<file path="config.mk">
export PLATFORM = sky130hd
export DESIGN_NAME = config_load_ctrl
export DESIGN_NICKNAME = d
export VERILOG_FILES = /design/src/rtl/config_pkg.sv /design/src/rtl/config_load_ctrl.sv
export SDC_FILE = /design/constraint.sdc
export NUM_CORES = 1
export LEC_CHECK = 0
export CAP_MARGIN = 15
export CORE_ASPECT_RATIO = 1.2
export CORE_MARGIN = 2
export CORE_UTILIZATION = 28
export CTS_BUF_LIST = sky130_fd_sc_hd__clkbuf_4
export CTS_CLUSTER_DIAMETER = 80
export DETAILED_ROUTE_END_ITERATION = 12
export PLACE_DENSITY_LB_ADDON = 0.3
export SLEW_MARGIN = 30
export SYNTH_ARGS = -nofsm -noshare
export SYNTH_HDL_FRONTEND = slang
export SYNTH_SLANG_ARGS = --single-unit
</file>
<file path="constraint.sdc">
create_clock -name clk_i -period 2.73 [get_ports clk_i]
set_input_delay 0.819 -clock clk_i [delete_from_list [all_inputs] [get_ports clk_i]]
set_output_delay 0.819 -clock clk_i [all_outputs]
set_load 0.01 [all_outputs]
</file>
<file path="src/rtl/config_pkg.sv">
// Shared configuration-load definitions: select encodings, burst header field
// positions and the write-strobe one-hot decode used by the config memory.
package config_pkg;

  localparam int CFG_PARAM_NUMBER_DEFAULT = 9;

  localparam int H0_SEL_MSB = 31;
  localparam int H0_SEL_LSB = 28;
  localparam int H0_LEN_MSB = 15;
  localparam int H0_LEN_LSB = 0;

  typedef enum logic [3:0] {
    CFG_SEL_LTP_LTD_WIN          = 4'd0,
    CFG_SEL_LTP_LTD_RATE         = 4'd1,
    CFG_SEL_LEARN_MODE_BIAS      = 4'd2,
    CFG_SEL_NEURON_TYPE_RAND_THR = 4'd3,
    CFG_SEL_MASK_REST_POT        = 4'd4,
    CFG_SEL_AER                  = 4'd5,
    CFG_SEL_FIXED_THR            = 4'd6,
    CFG_SEL_LEARN_MODE_WEIGHT    = 4'd7,
    CFG_SEL_NUM_NURN_AXON        = 4'd8
  } cfgSel_t;

  // Caller truncates to its strobe width and gates out-of-range selects.
  function automatic logic [15:0] cfgSelOneHot(input logic [3:0] sel);
    return 16'(1) << sel;
  endfunction

endpackage

</file>
<file path="src/rtl/config_load_ctrl.sv">
// Decodes the NoC configuration word stream (H0, H1, data...) into registered,
// address-incrementing writes to the per-core parameter memories.
module config_load_ctrl #(
  parameter int NURN_CNT_BIT_WIDTH      = 8,
  parameter int AXON_CNT_BIT_WIDTH      = 8,
  parameter int DSIZE                   = 16,
  parameter int CONFIG_PARAMETER_NUMBER = config_pkg::CFG_PARAM_NUMBER_DEFAULT
) (
  input  logic                                             clk_i,
  input  logic                                             rst_n_i,
  input  logic [DSIZE*2-1:0]                               cfg_data_i,
  input  logic                                             cfg_valid_i,
  output logic                                             cfg_ready_o,
  input  logic                                             cfg_hold_i,
  output logic [DSIZE*2-1:0]                               config_data_in,
  output logic [CONFIG_PARAMETER_NUMBER-1:0]               config_write_enable,
  output logic [NURN_CNT_BIT_WIDTH+AXON_CNT_BIT_WIDTH-1:0] config_write_address,
  output logic                                             busy_o,
  output logic                                             done_o,
  output logic                                             err_o
);
  import config_pkg::*;

  localparam int ADDRW = NURN_CNT_BIT_WIDTH + AXON_CNT_BIT_WIDTH;

  typedef enum logic [1:0] {HDR0, HDR1, DATA} loadState_t;

  loadState_t        state;
  logic [3:0]        selReg;
  logic              selOk;
  logic [16:0]       remaining;
  logic [ADDRW-1:0]  addrReg;
  logic              accept;
  logic [3:0]        hdrSel;

  // Every state consumes a word, so readiness depends on the core hold only.
  assign cfg_ready_o = !cfg_hold_i;
  assign accept      = cfg_valid_i && !cfg_hold_i;
  assign hdrSel      = cfg_data_i[H0_SEL_MSB:H0_SEL_LSB];

  always_ff @(posedge clk_i or negedge rst_n_i) begin
    if (!rst_n_i) begin
      state                <= HDR0;
      selReg               <= '0;
      selOk                <= 1'b0;
      remaining            <= '0;
      addrReg              <= '0;
      config_data_in       <= '0;
      config_write_enable  <= '0;
      config_write_address <= '0;
      busy_o               <= 1'b0;
      done_o               <= 1'b0;
      err_o                <= 1'b0;
    end else begin
      config_write_enable <= '0;
      done_o              <= 1'b0;
      case (state)
        HDR0: if (accept) begin
          selReg    <= hdrSel;
          selOk     <= (int'(hdrSel) < CONFIG_PARAMETER_NUMBER);
          err_o     <= !(int'(hdrSel) < CONFIG_PARAMETER_NUMBER);
          remaining <= {1'b0, cfg_data_i[H0_LEN_MSB:H0_LEN_LSB]} + 17'd1;
          busy_o    <= 1'b1;
          state     <= HDR1;
        end
        HDR1: if (accept) begin
          addrReg <= cfg_data_i[ADDRW-1:0];
          state   <= DATA;
        end
        DATA: if (accept) begin
          config_data_in       <= cfg_data_i;
          config_write_address <= addrReg;
          // Illegal selects still drain the burst, just without strobes.
          config_write_enable  <= selOk ? CONFIG_PARAMETER_NUMBER'(cfgSelOneHot(selReg)) : '0;
          addrReg              <= addrReg + ADDRW'(1);
          remaining            <= remaining - 17'd1;
          if (remaining == 17'd1) begin
            done_o <= 1'b1;
            busy_o <= 1'b0;
            state  <= HDR0;
          end
        end
        default: state <= HDR0;
      endcase
    end
  end

endmodule

</file>
==> results of run 1 <==
==> cell type report <==
type	count	area share
flip-flops and latches	100	0.395
multi-input cells	414	0.337
repair buffers	129	0.197
well taps	216	0.0427
clock inverters	7	0.0132
clock buffers	9	0.0107
inverters	8	0.00474
diodes	1	0.000395
==> synthesized netlist by cell type, types with 3 or more instances <==
master	n	share of area
a21o_1	3	0.0047
a21oi_1	30	0.032
a2bb2oi_1	4	0.0074
a31oi_1	4	0.0053
and3_1	6	0.0079
buf_1	4	0.0032
clkbuf_1	21	0.017
dfrtp_1	100	0.53
ha_1	4	0.011
inv_1	8	0.0063
mux2i_1	3	0.0063
nand2_1	192	0.15
nand2b_1	5	0.0066
nand3_1	20	0.021
nand4_1	6	0.0079
nor2_1	31	0.024
nor2b_1	3	0.0040
nor3_1	10	0.011
nor4_1	6	0.0079
o211ai_1	3	0.0047
o21ai_0	24	0.025
o22ai_1	7	0.0092
o311a_1	4	0.0084
or3_1	5	0.0066
xnor2_1	5	0.0092
xor2_1	8	0.015
==> final timing paths <==
check	from	to	slack [ns]	depth (start not counted)
hold reg to reg	config_data_in[16]	config_data_in[16]	0.50	2
min in group clk_i	config_data_in[16]	config_data_in[16]	0.50	2
setup reg to reg	remaining[0]	remaining[14]	0.21	7
setup / recovery	remaining[0]	remaining[14]	0.21	7
max in group asynchronous	rst_n_i	remaining[12]	1.82	2
hold / removal	rst_n_i	config_write_enable[2]	0.27	1
==> metrics by stage <==
| stage | power (uW) | hold slack [ns] | cell area, sq um | util | worst slack, ns |
|---|---|---|---|---|---|
| CTS | 6040 | 0.252 | 6330 | 0.379 | 0.0394 |
| global route | 6480 | 0.247 | 6340 | 0.379 | 0.0441 |
| finish | 5970 | 0.267 | 6340 | 0.379 | 0.207 |
| global placement | 5120 | 0.457 | 6180 | 0.370 | 0.0630 |
| floorplan | 3860 | 0.454 | 4750 | - | 0.466 |
| detailed placement | 5190 | 0.461 | 6180 | 0.370 | 0.0494 |
==> layout by cell type, fill, tap and decap left out, types with 2 or more instances in the layout <==
| cell type | netlist | final |
|---|---|---|
| o21ai_1 | 2 | 2 |
| clkinv_4 | 0 | 2 |
| nor4_1 | 6 | 6 |
| o211ai_1 | 3 | 3 |
| buf_12 | 0 | 3 |
| ha_1 | 4 | 4 |
| a21oi_1 | 30 | 30 |
| clkdlybuf4s50_1 | 0 | 94 |
| a2bb2oi_1 | 4 | 4 |
| nor2_1 | 31 | 31 |
| o31ai_1 | 2 | 2 |
| a31oi_1 | 4 | 4 |
| xnor2_1 | 5 | 5 |
| nor2b_1 | 3 | 2 |
| a21o_1 | 3 | 3 |
| o32ai_1 | 2 | 2 |
| nand2_1 | 192 | 191 |
| nor3_1 | 10 | 10 |
| o221ai_1 | 2 | 2 |
| dfrtp_1 | 100 | 100 |
| inv_6 | 0 | 2 |
| nand3_1 | 20 | 20 |
| buf_4 | 0 | 31 |
| a31o_2 | 2 | 2 |
| xor2_1 | 8 | 8 |
| and3_1 | 6 | 6 |
| nand2b_1 | 5 | 5 |
| o22ai_1 | 7 | 7 |
| clkbuf_4 | 0 | 9 |
| o311a_1 | 4 | 4 |
| nand4_1 | 6 | 6 |
| inv_1 | 8 | 8 |
| or3_1 | 5 | 5 |
| and4_1 | 2 | 2 |
| o21ai_0 | 24 | 24 |
| mux2i_1 | 3 | 3 |
==> cell families after synthesis <==
family                   Yosys count  synth area share
AND/OR/NAND/NOR                  297             0.275
flip-flops                       100             0.527
AO/OA/AOI/OAI                     97             0.129
buffers and inverters             34            0.0284
XOR/XNOR                          13            0.0240
adder cells (fa/ha/maj)            4            0.0105
multiplexers                       3           0.00632
==> per-layer routing <==
layer | wire, um | vias up | global-route usage
li1 | - | 2095 | -
met1 | 6200 | 2033 | 0.220
met2 | 6000 | 129 | 0.228
met3 | 775 | 13 | 0.0318
met4 | 208 | 0 | 0.0506
met5 | 0 | - | 0
==> timing repair <==
item / CTS / global route
buffers inserted: 0 / 0
gates resized for setup: 0 / 1
setup endpoints to repair: 0 / 1
==> sequential cells by signal, indices dropped and copies added (netlist names) <==
name	flops
addrReg	16
busy_o	1
config_data_in	32
config_write_address	16
config_write_enable	9
done_o	1
err_o	1
remaining	17
selOk	1
selReg	4
state	2
==> power breakdown <==
group	internal, uW	switching [uW]
registers	2070	508
logic	1280	1280
clock network	295	538
==> flow_summary.json, run 1 <==
{
  "gp_congestion": 0.838,
  "maxCapViolCount": 0,
  "syn-instance-count": 548,
  "timing.fmax_mhz": 396,
  "fillers": 1653,
  "clockBufferDepth": 2,
  "vias": 4270,
  "period_needed_ns": 2.52,
  "fin_cells": 884,
  "hold_buffers": 0,
  "hold_viol_final": 0,
  "pin_count": 97,
  "worstPathMaxFanout": 6,
  "synth_edf_count": 0,
  "clkSinkCount": 100,
  "required_ns": 3.10,
  "cp_num_buf_inv": 1,
  "cts_tree": "built",
  "powerDensity_nw_per_um2": 943,
  "clkTransAtPathRegs_ns": 0.16,
  "crit_slowest_cell": "or4b_4",
  "grt_first_pass_wirelength_um": 21700,
  "drt-wirelength-per-cell_um": 14.9,
  "firstDrtPassIters": 4,
  "core_area_sq_um": 16700,
  "gr-total-overflow": 0,
  "worstMarginPinSlew_ns": 0.743,
  "grt_max_degree": 51,
  "path_class": "flop to flop",
  "grt_setup_unrepaired": "false",
  "crit_path_end_kind": "flop",
  "hp-class": "primary input to async pin",
  "outcome": "finished, final reports clean",
  "io_buffers": 96,
  "dp_hpwl_um": 9660,
  "path_cells": "inv_1, ha_1, or4b_4, or4_4, o311a_1, a211oi_1, o21ai_1",
  "synthesis.area_sq_um": 4750,
  "peakVddDrop_mv": 0.333,
  "drt-total-wl_um": 13200,
  "cpPeakStageDelay_ns": 0.53,
  "synth_ff_type": "dfrtp_1",
  "rows": 52,
  "ys_ff_latch": 100,
  "drc_errors": 0,
  "crit_path_start_kind": "flop",
  "cts_root_buffer": "clkbuf_4",
  "yosysWarnings": 0,
  "antenna_found_initial": 1,
  "fp.dieW_um": 123,
  "place_inst": 867,
  "drive_gt1_frac": 0.0945,
  "area_growth_pct": 33.4,
  "clock_skew_ns": 0.0169,
  "critPathTopFamily": "simple AND/OR/NAND/NOR gates",
  "report.final.slew_viol_count": 0,
  "die_h_um": 147,
  "die_area_sq_um": 18000,
  "synth.avg_cell_area_sq_um": 8.67,
  "syn_nets": 588,
  "layout.nets": 702,
  "antenna_left": 0,
  "grt_pass1_vias": 4219,
  "setup_viol": 0,
  "regArea_sq_um": 2500,
  "slew_headroom": 0.502,
  "drt_iter0_drc": 324,
  "synth_cell_type_count": 52,
  "track_usage": 0.153,
  "async_flop_share": 1.00,
  "tns_ns": 0,
  "arrival_ns": 2.89,
  "initial_core_util": 0.284,
  "multi_input_area_sq_um": 2130,
  "cts_buffers": 9,
  "leakage_uw": 0.00285,
  "insertion_delay_ns": 0.47,
  "min_period_over_period": 0.924,
  "viasPerCell": 4.83,
  "seq_area_frac_synth": 0.527,
  "htree_levels": 3
}
Power figures use the tool's default switching activity.
==> run 2: changes to the inputs <==
Settings changed: TNS_END_PERCENT set to 20.
==> results of run 2 <==
Final layout, timing and power as in run 1 (identical DEF).
